### config.mk
export PLATFORM = sky130hd
export DESIGN_NAME = irq_pending_arb_flat
export DESIGN_NICKNAME = d
export VERILOG_FILES = /design/src/rtl/irq_pending_arb_if.sv /design/src/rtl/irq_pending_arb.sv /design/src/flat_wrapper.sv
export SDC_FILE = /design/constraint.sdc
export NUM_CORES = 1
export LEC_CHECK = 0
export CORE_AREA = 2 2 39 41
export CTS_CLUSTER_SIZE = 25
export DETAILED_ROUTE_END_ITERATION = 12
export DIE_AREA = 0 0 41 43
export GPL_TIMING_DRIVEN = 0
export PLACE_DENSITY_LB_ADDON = 0.15
export SLEW_MARGIN = 40
export SYNTH_ARGS = -nofsm -noshare
export SYNTH_HDL_FRONTEND = slang
export SYNTH_SLANG_ARGS = --single-unit
### constraint.sdc
create_clock -name clk -period 3.25 [get_ports clk]
set_input_delay 0.975 -clock clk [delete_from_list [all_inputs] [get_ports clk]]
set_output_delay 0.975 -clock clk [all_outputs]
set_load 0.005 [all_outputs]
### src/rtl/irq_pending_arb_if.sv
// Request/return bundle between the interrupt lines, the core and the pending arbiter.
// The master drives lines, mask, enable and take/eret. The slave returns the request and its state.
interface irq_pending_arb_if #(
    parameter int N_IRQ    = 3,
    parameter int NBIT_IRQ = 2
);
    logic [N_IRQ-1:0]    irq_src;
    logic [N_IRQ-1:0]    irq_mask;
    logic                irq_en;
    logic                take;
    logic                eret;
    logic                irq_req;
    logic [NBIT_IRQ-1:0] inum;
    logic [N_IRQ-1:0]    pend;
    logic [N_IRQ-1:0]    insvc;

    modport master (
        output irq_src, irq_mask, irq_en, take, eret,
        input  irq_req, inum, pend, insvc
    );

    modport slave (
        input  irq_src, irq_mask, irq_en, take, eret,
        output irq_req, inum, pend, insvc
    );
endinterface

### src/rtl/irq_pending_arb.sv
// Edge-latched pending interrupts with fixed-priority arbitration against the in-service set.
// Only a strictly higher-priority line preempts a running ISR.
module irq_pending_arb #(
    parameter int N_IRQ    = 3,
    parameter int NBIT_IRQ = 2
) (
    input  logic              clk,
    input  logic              rst_n,
    irq_pending_arb_if.slave  bus
);

    logic [N_IRQ-1:0]    prev;
    logic [N_IRQ-1:0]    pend_r;
    logic [N_IRQ-1:0]    insvc_r;
    logic                irq_req_r;
    logic [NBIT_IRQ-1:0] inum_r;

    logic [N_IRQ-1:0]    edge_v;
    logic [N_IRQ-1:0]    pend_n;
    logic [N_IRQ-1:0]    insvc_n;
    logic [N_IRQ-1:0]    cand;
    logic [NBIT_IRQ-1:0] top;
    logic [NBIT_IRQ-1:0] cur;
    logic                take_ok;
    logic                req_n;

    function automatic logic [NBIT_IRQ-1:0] msb_idx(input logic [N_IRQ-1:0] v);
        msb_idx = '0;
        for (int i = 0; i < N_IRQ; i++)
            if (v[i]) msb_idx = NBIT_IRQ'(i);
    endfunction

    function automatic logic [N_IRQ-1:0] clr_msb(input logic [N_IRQ-1:0] v);
        logic done;
        clr_msb = v;
        done    = 1'b0;
        for (int i = N_IRQ - 1; i >= 0; i--) begin
            if (v[i] && !done) begin
                clr_msb[i] = 1'b0;
                done       = 1'b1;
            end
        end
    endfunction

    // A take is only honoured against the request the core actually saw.
    assign take_ok = bus.take & irq_req_r;
    assign edge_v  = bus.irq_src & ~prev;

    always_comb begin
        insvc_n = insvc_r;
        pend_n  = pend_r;
        if (bus.eret)
            insvc_n = clr_msb(insvc_r);
        for (int i = 0; i < N_IRQ; i++) begin
            if (take_ok && (i == int'(inum_r))) begin
                insvc_n[i] = 1'b1;
                pend_n[i]  = 1'b0;
            end
        end
        // A fresh edge re-pends even the line being taken this cycle.
        pend_n = pend_n | edge_v;
    end

    assign cand  = pend_n & bus.irq_mask;
    assign top   = msb_idx(cand);
    assign cur   = msb_idx(insvc_n);
    assign req_n = bus.irq_en & (|cand) & (~(|insvc_n) | (top > cur));

    always_ff @(posedge clk) begin
        if (!rst_n) begin
            prev      <= '1;
            pend_r    <= '0;
            insvc_r   <= '0;
            irq_req_r <= 1'b0;
            inum_r    <= '0;
        end else begin
            prev      <= bus.irq_src;
            pend_r    <= pend_n;
            insvc_r   <= insvc_n;
            irq_req_r <= req_n;
            inum_r    <= req_n ? top : '0;
        end
    end

    assign bus.pend    = pend_r;
    assign bus.insvc   = insvc_r;
    assign bus.irq_req = irq_req_r;
    assign bus.inum    = inum_r;

endmodule
### src/flat_wrapper.sv
// flat-port wrapper written by rule: the top's interface ports become plain ports
module irq_pending_arb_flat 
#(
    parameter int N_IRQ    = 3,
    parameter int NBIT_IRQ = 2
)
  (clk, rst_n, bus_irq_src, bus_irq_mask, bus_irq_en, bus_take, bus_eret, bus_irq_req, bus_inum, bus_pend, bus_insvc);
  irq_pending_arb_if #(.N_IRQ(N_IRQ), .NBIT_IRQ(NBIT_IRQ)) bus_i ();
  input  logic clk;
  input  logic rst_n;
  input wire logic [$bits(bus_i.irq_src)-1:0] bus_irq_src;
  input wire logic [$bits(bus_i.irq_mask)-1:0] bus_irq_mask;
  input wire logic [$bits(bus_i.irq_en)-1:0] bus_irq_en;
  input wire logic [$bits(bus_i.take)-1:0] bus_take;
  input wire logic [$bits(bus_i.eret)-1:0] bus_eret;
  output wire logic [$bits(bus_i.irq_req)-1:0] bus_irq_req;
  output wire logic [$bits(bus_i.inum)-1:0] bus_inum;
  output wire logic [$bits(bus_i.pend)-1:0] bus_pend;
  output wire logic [$bits(bus_i.insvc)-1:0] bus_insvc;
  assign bus_i.irq_src = bus_irq_src;
  assign bus_i.irq_mask = bus_irq_mask;
  assign bus_i.irq_en = bus_irq_en;
  assign bus_i.take = bus_take;
  assign bus_i.eret = bus_eret;
  assign bus_irq_req = bus_i.irq_req;
  assign bus_inum = bus_i.inum;
  assign bus_pend = bus_i.pend;
  assign bus_insvc = bus_i.insvc;
  irq_pending_arb #(.N_IRQ(N_IRQ), .NBIT_IRQ(NBIT_IRQ)) u_core (.clk(clk), .rst_n(rst_n), .bus(bus_i));
endmodule
After elaboration in Yosys (flattened, before gate mapping)
Index checks and enable logic that the tools add are counted.

cells by class
  order comparisons = 1
  equal/unequal tests = 2
  muxes and demuxes = 17
  bitwise logic cells = 9
  reduce and logical (&&, ||, !) cells = 11

operators by type and width
  cell                                 count
  1-bit two-way mux                    14
  3-bit bitwise AND                    2
  3-bit OR reduction                   2
  1-bit logical AND                    5
  2-bit == test, first input constant  2
  2-bit two-way mux                    2
  1-bit bitwise AND                    3
  3-bit two-way mux                    1
  3-bit inverter                       1
  3-bit OR                             1
  2-bit > comparator                   1
  1-bit logical NOT                    2
  2-bit logical NOT                    1
  2-bit AND reduction                  1
  1-bit inverter                       1
  1-bit OR                             1

storage, ports and cells
  register bits = 12
  bits of input ports = 11
  output and inout port bits = 9
  word-level logic and storage cells = 45

Logic depth before layout (Yosys ltp)
  depth after elaboration = 17
  depth in mapped cells = 9
  depth with buffers taken out = 9

Worst setup path after synthesis
No wires, ideal clock.

  kind = in2reg
  from = input bus_take
  to = register u_core.irq_req_r, in the netlist u_core.bus.irq_req
  library setup time = 0.067 ns
  arrival time = 2.276 ns
  data required time = 3.183 ns
  setup slack = 0.907 ns
  stages on the path = 9
  path buffers = 0
  cell sequence = nand4b_1 a21oi_1 nand2b_1 inv_1 ha_1 nand2b_1 a221oi_1 a31oi_1 a21oi_2

on the way
  elaborated cells on any way between the ends = 23
  those cells by class = order compare (1); mux (10); bitwise (7); reduce/logical (5)

RTL lines
  what                      RTL line               text
  start, declared           flat_wrapper.sv:14     input wire logic [$bits(bus_i.take)-1:0] bus_take;
  1-bit bitwise AND *       irq_pending_arb.sv:46  assign take_ok = bus.take & irq_req_r;
  1-bit logical AND *       irq_pending_arb.sv:55  if (take_ok && (i == int'(inum_r))) begin
  1-bit two-way mux *       irq_pending_arb.sv:55
  3-bit OR *                irq_pending_arb.sv:61  pend_n = pend_n | edge_v;
  3-bit bitwise AND *       irq_pending_arb.sv:64  assign cand = pend_n & bus.irq_mask;
  named net u_core.cand[2]  irq_pending_arb.sv:21  logic [N_IRQ-1:0] cand;
  2-bit two-way mux         irq_pending_arb.sv:30  if (v[i]) msb_idx = NBIT_IRQ'(i);
  2-bit > comparator        irq_pending_arb.sv:67  assign req_n = bus.irq_en & (|cand) & (~(|insvc_n) | (top > cur));
  1-bit OR                  irq_pending_arb.sv:67
  1-bit bitwise AND *       irq_pending_arb.sv:67
  end signal, assigned      irq_pending_arb.sv:80  irq_req_r <= req_n;
  end, declared             irq_pending_arb.sv:15  logic irq_req_r;

The timed path passes the listed nets; every way through them passes the cells marked *.
A chain may end at the register's enable or synchronous reset.

Worst setup path after layout
Same ends and word-level chain as after synthesis.

==> metrics <==
status completed; die area 1760 µm²; Post-DRT Antenna Nets 0; worst-case reg-to-reg path depth 9; Post-Layout Cell Count 95; antenna violations before repair 0; ANT cells 0; sequential area share after synthesis 46.0%; Worst-Margin Slew 0.330 ns; Final Cycle Share 86.2%; cts bufs inserted 3; DP HPWL 793 µm; Leak 0.312 nW; wire per inst 10.5 µm; PD cells 409 nW/µm²; WP data arrival 3.01 ns; IO buf count 19; synthesized net count 69; maximum clock frequency 0.357 GHz; Worst path most repeated cell nand2b_1; skew final 0.00507 ns; Ports 20; CTS Sinks 12; Mapped Cells 56; DR iter-0 viols 1; WHS Path Cells 2; CP Launch Type primary input; Final Setup Violations 0; WP data required 3.46 ns; Sw Ratio 21.4%; count of state elements after synthesis 12; Fin. Hold Viols 0; gr ovfl total 0; post-CTS sizing 0; RSZ-0062 raised after global routing no; VDD IR-drop max 0.240 mV; CP endpoint kind register; share of cells above drive strength 1 7.59%; Worst Path Max Fanout 3; Filler Cell Count 148; fin crit period 2.80 ns; Flop pwr share 49.5%; Worst Path Class, Setup primary input to register; nets 93; slowest cell delay on critical path 0.49 ns; sw power 0.0000673 W; post-layout power 0.000315 W; Layout Utilization 55.5%; largest net degree at the start of global routing 11; Floorplan Core Area 1380 µm²; Worst Min Path Start u_core.bus.pend[0]; first-pass GRT wire length 1.69 mm; crit-path cells clkdlybuf4s50_1 -> nand4b_1 -> a21oi_1 -> nand2b_1 -> inv_1 -> ha_1 -> nand2b_1 -> a221oi_1 -> a31oi_1 -> a21oi_2; total of max-cap violations 0; Via density 4.85; via count 461; Distinct cells, synth 24; synthesized area 522 µm²; Post-CTS Repair Setup Buffers 0; CP max stage cell clkdlybuf4s50_1; root buffer cell clkbuf_4; dpl cells 91; height of the die 43 µm; Cell Area, Placed 732 µm²; WL final 1.00 mm; Hold Crit Class register to register; DRC 0; Rows 14; clock group share of total power 37.3%; r2r endpoint u_core.bus.irq_req; Die X-Extent 41 µm; Reg2Reg Setup Slack 1.26 ns; power share of the combinational group 13.2%; hold path endpoint u_core.bus.pend[0]; internal power 0.000247 W; Final Slew Violations 0; clk_lat worst skew 0.27 ns; vias in the first global route 414; total global-route track usage 14.7%; H-tree depth 1; Worst-path clk slew 0.08 ns; Final TNS setup 0 ns; CTS max path bufs 2; CTS tree done; drt pass-1 iters 3; initial core utilization 37.7%; Worst R2R Start u_core.bus.inum[0]; area grow syn2layout 47.2%; Hold Buf Count CTS 0; post-route cell area 768 µm²; yosys warns 0; slew margin rel. 77.9%; GPL Wtd Cong 0.692; synthesized area per cell 9.32 µm²
how the worst max path moves through the flow:
stage | start | to | slack [ns]
finish | bus_take | u_core.bus.irq_req | 0.45
global route | bus_take | u_core.bus.inum[0] | 0.28
CTS | bus_take | u_core.bus.irq_req | 0.46
detailed placement | bus_take | u_core.bus.irq_req | 0.18
global placement | bus_take | u_core.bus.irq_req | 0.20
floorplan | bus_take | u_core.bus.irq_req | 0.91
final cells by class:
| type | instances | area (µm²) | area share, % |
|---|---|---|---|
| Clock buffer | 4 | 36.3 | 4.72 |
| Inverter | 8 | 30.0 | 3.91 |
| Timing Repair Buffer | 19 | 190 | 24.8 |
| Multi-Input combinational cell | 36 | 251 | 32.7 |
| Sequential cell | 12 | 240 | 31.3 |
| Tap cell | 16 | 20.0 | 2.61 |
flip-flops by register name, indices dropped and copies added, names as in the netlist:
register,cells
u_core.prev,3
u_core.bus.inum,2
u_core.bus.insvc,3
u_core.bus.irq_req,1
u_core.bus.pend,3
metal layers:
layer	up-vias	part of all wire, %	track usage (%)
li1	237	-	-
met1	205	46	18.0
met2	15	45	20.9
met3	4	6.2	3.14
met4	0	2.7	12.0
met5	-	0	0
power groups by stage:
stage | registers, W | clock network [W] | logic, W
detailed placement | 0.000159 | 0 | 0.0000418
finish | 0.000156 | 0.000117 | 0.0000415
global placement | 0.000159 | 0 | 0.0000417
CTS | 0.000156 | 0.000122 | 0.0000420
floorplan | 0.000159 | 0 | 0.0000173
global route | 0.000156 | 0.000131 | 0.0000459
cell usage after synthesis:
library cell  number  area (µm²)
a21boi_2           1        11.3
and2_1             2        12.5
a21oi_2            1        8.76
or3b_1             1        8.76
inv_1              8        30.0
a31oi_1            1        6.26
o211ai_1           1        7.51
o21ai_0            1        5.00
nand4bb_1          1        11.3
nor2b_1            5        31.3
nand4b_1           1        8.76
ha_1               2        25.0
nand2_1            2        7.51
a211oi_1           1        7.51
and4b_1            1        10.0
nor2_1             3        11.3
a21oi_1            3        15.0
a221oi_1           1        8.76
o22ai_1            1        6.26
or2b_1             1        7.51
dfxtp_1           12         240
nand2b_1           4        25.0
and2b_1            1        7.51
a2bb2oi_1          1        8.76
cells in the final DEF (no fill, tap or decap):
cell             netlist  routed
a211oi_1               1       1
a21boi_2               1       1
a21oi_1                3       3
a21oi_2                1       1
a221oi_1               1       1
a2bb2oi_1              1       1
a31oi_1                1       1
and2_1                 2       2
and2b_1                1       1
and4b_1                1       1
clkbuf_4               0       3
clkbuf_8               0       1
clkdlybuf4s50_1        0      19
dfxtp_1               12      12
ha_1                   2       2
inv_1                  8       8
nand2_1                2       2
nand2b_1               4       4
nand4b_1               1       1
nand4bb_1              1       1
nor2_1                 3       3
nor2b_1                5       5
o211ai_1               1       1
o21ai_0                1       1
o22ai_1                1       1
or2b_1                 1       1
or3b_1                 1       1
through the flow:
stage	hold slack [ns]	setup slack, ns
floorplan	0.517	0.907
global placement	0.526	0.200
global route	0.579	0.278
finish	0.545	0.448
detailed placement	0.533	0.183
CTS	0.553	0.463
worst max-delay path: cells and delay by family:
family          cells  cell delay (ns)
buf+inv             2             0.55
simple gates        3             0.41
fa+ha+maj           1             0.29
compound gates      4             0.79
cells by family after synthesis:
logic type,after synthesis,synth area share (%)
DFF,12,46.0
and+or+nand+nor,22,27.1
buffers and inverters,8,5.76
adders and majority gates,2,4.80
AOI/OAI and AO/OA,12,16.3
Note: power is estimated with default switching activity, not from simulation.
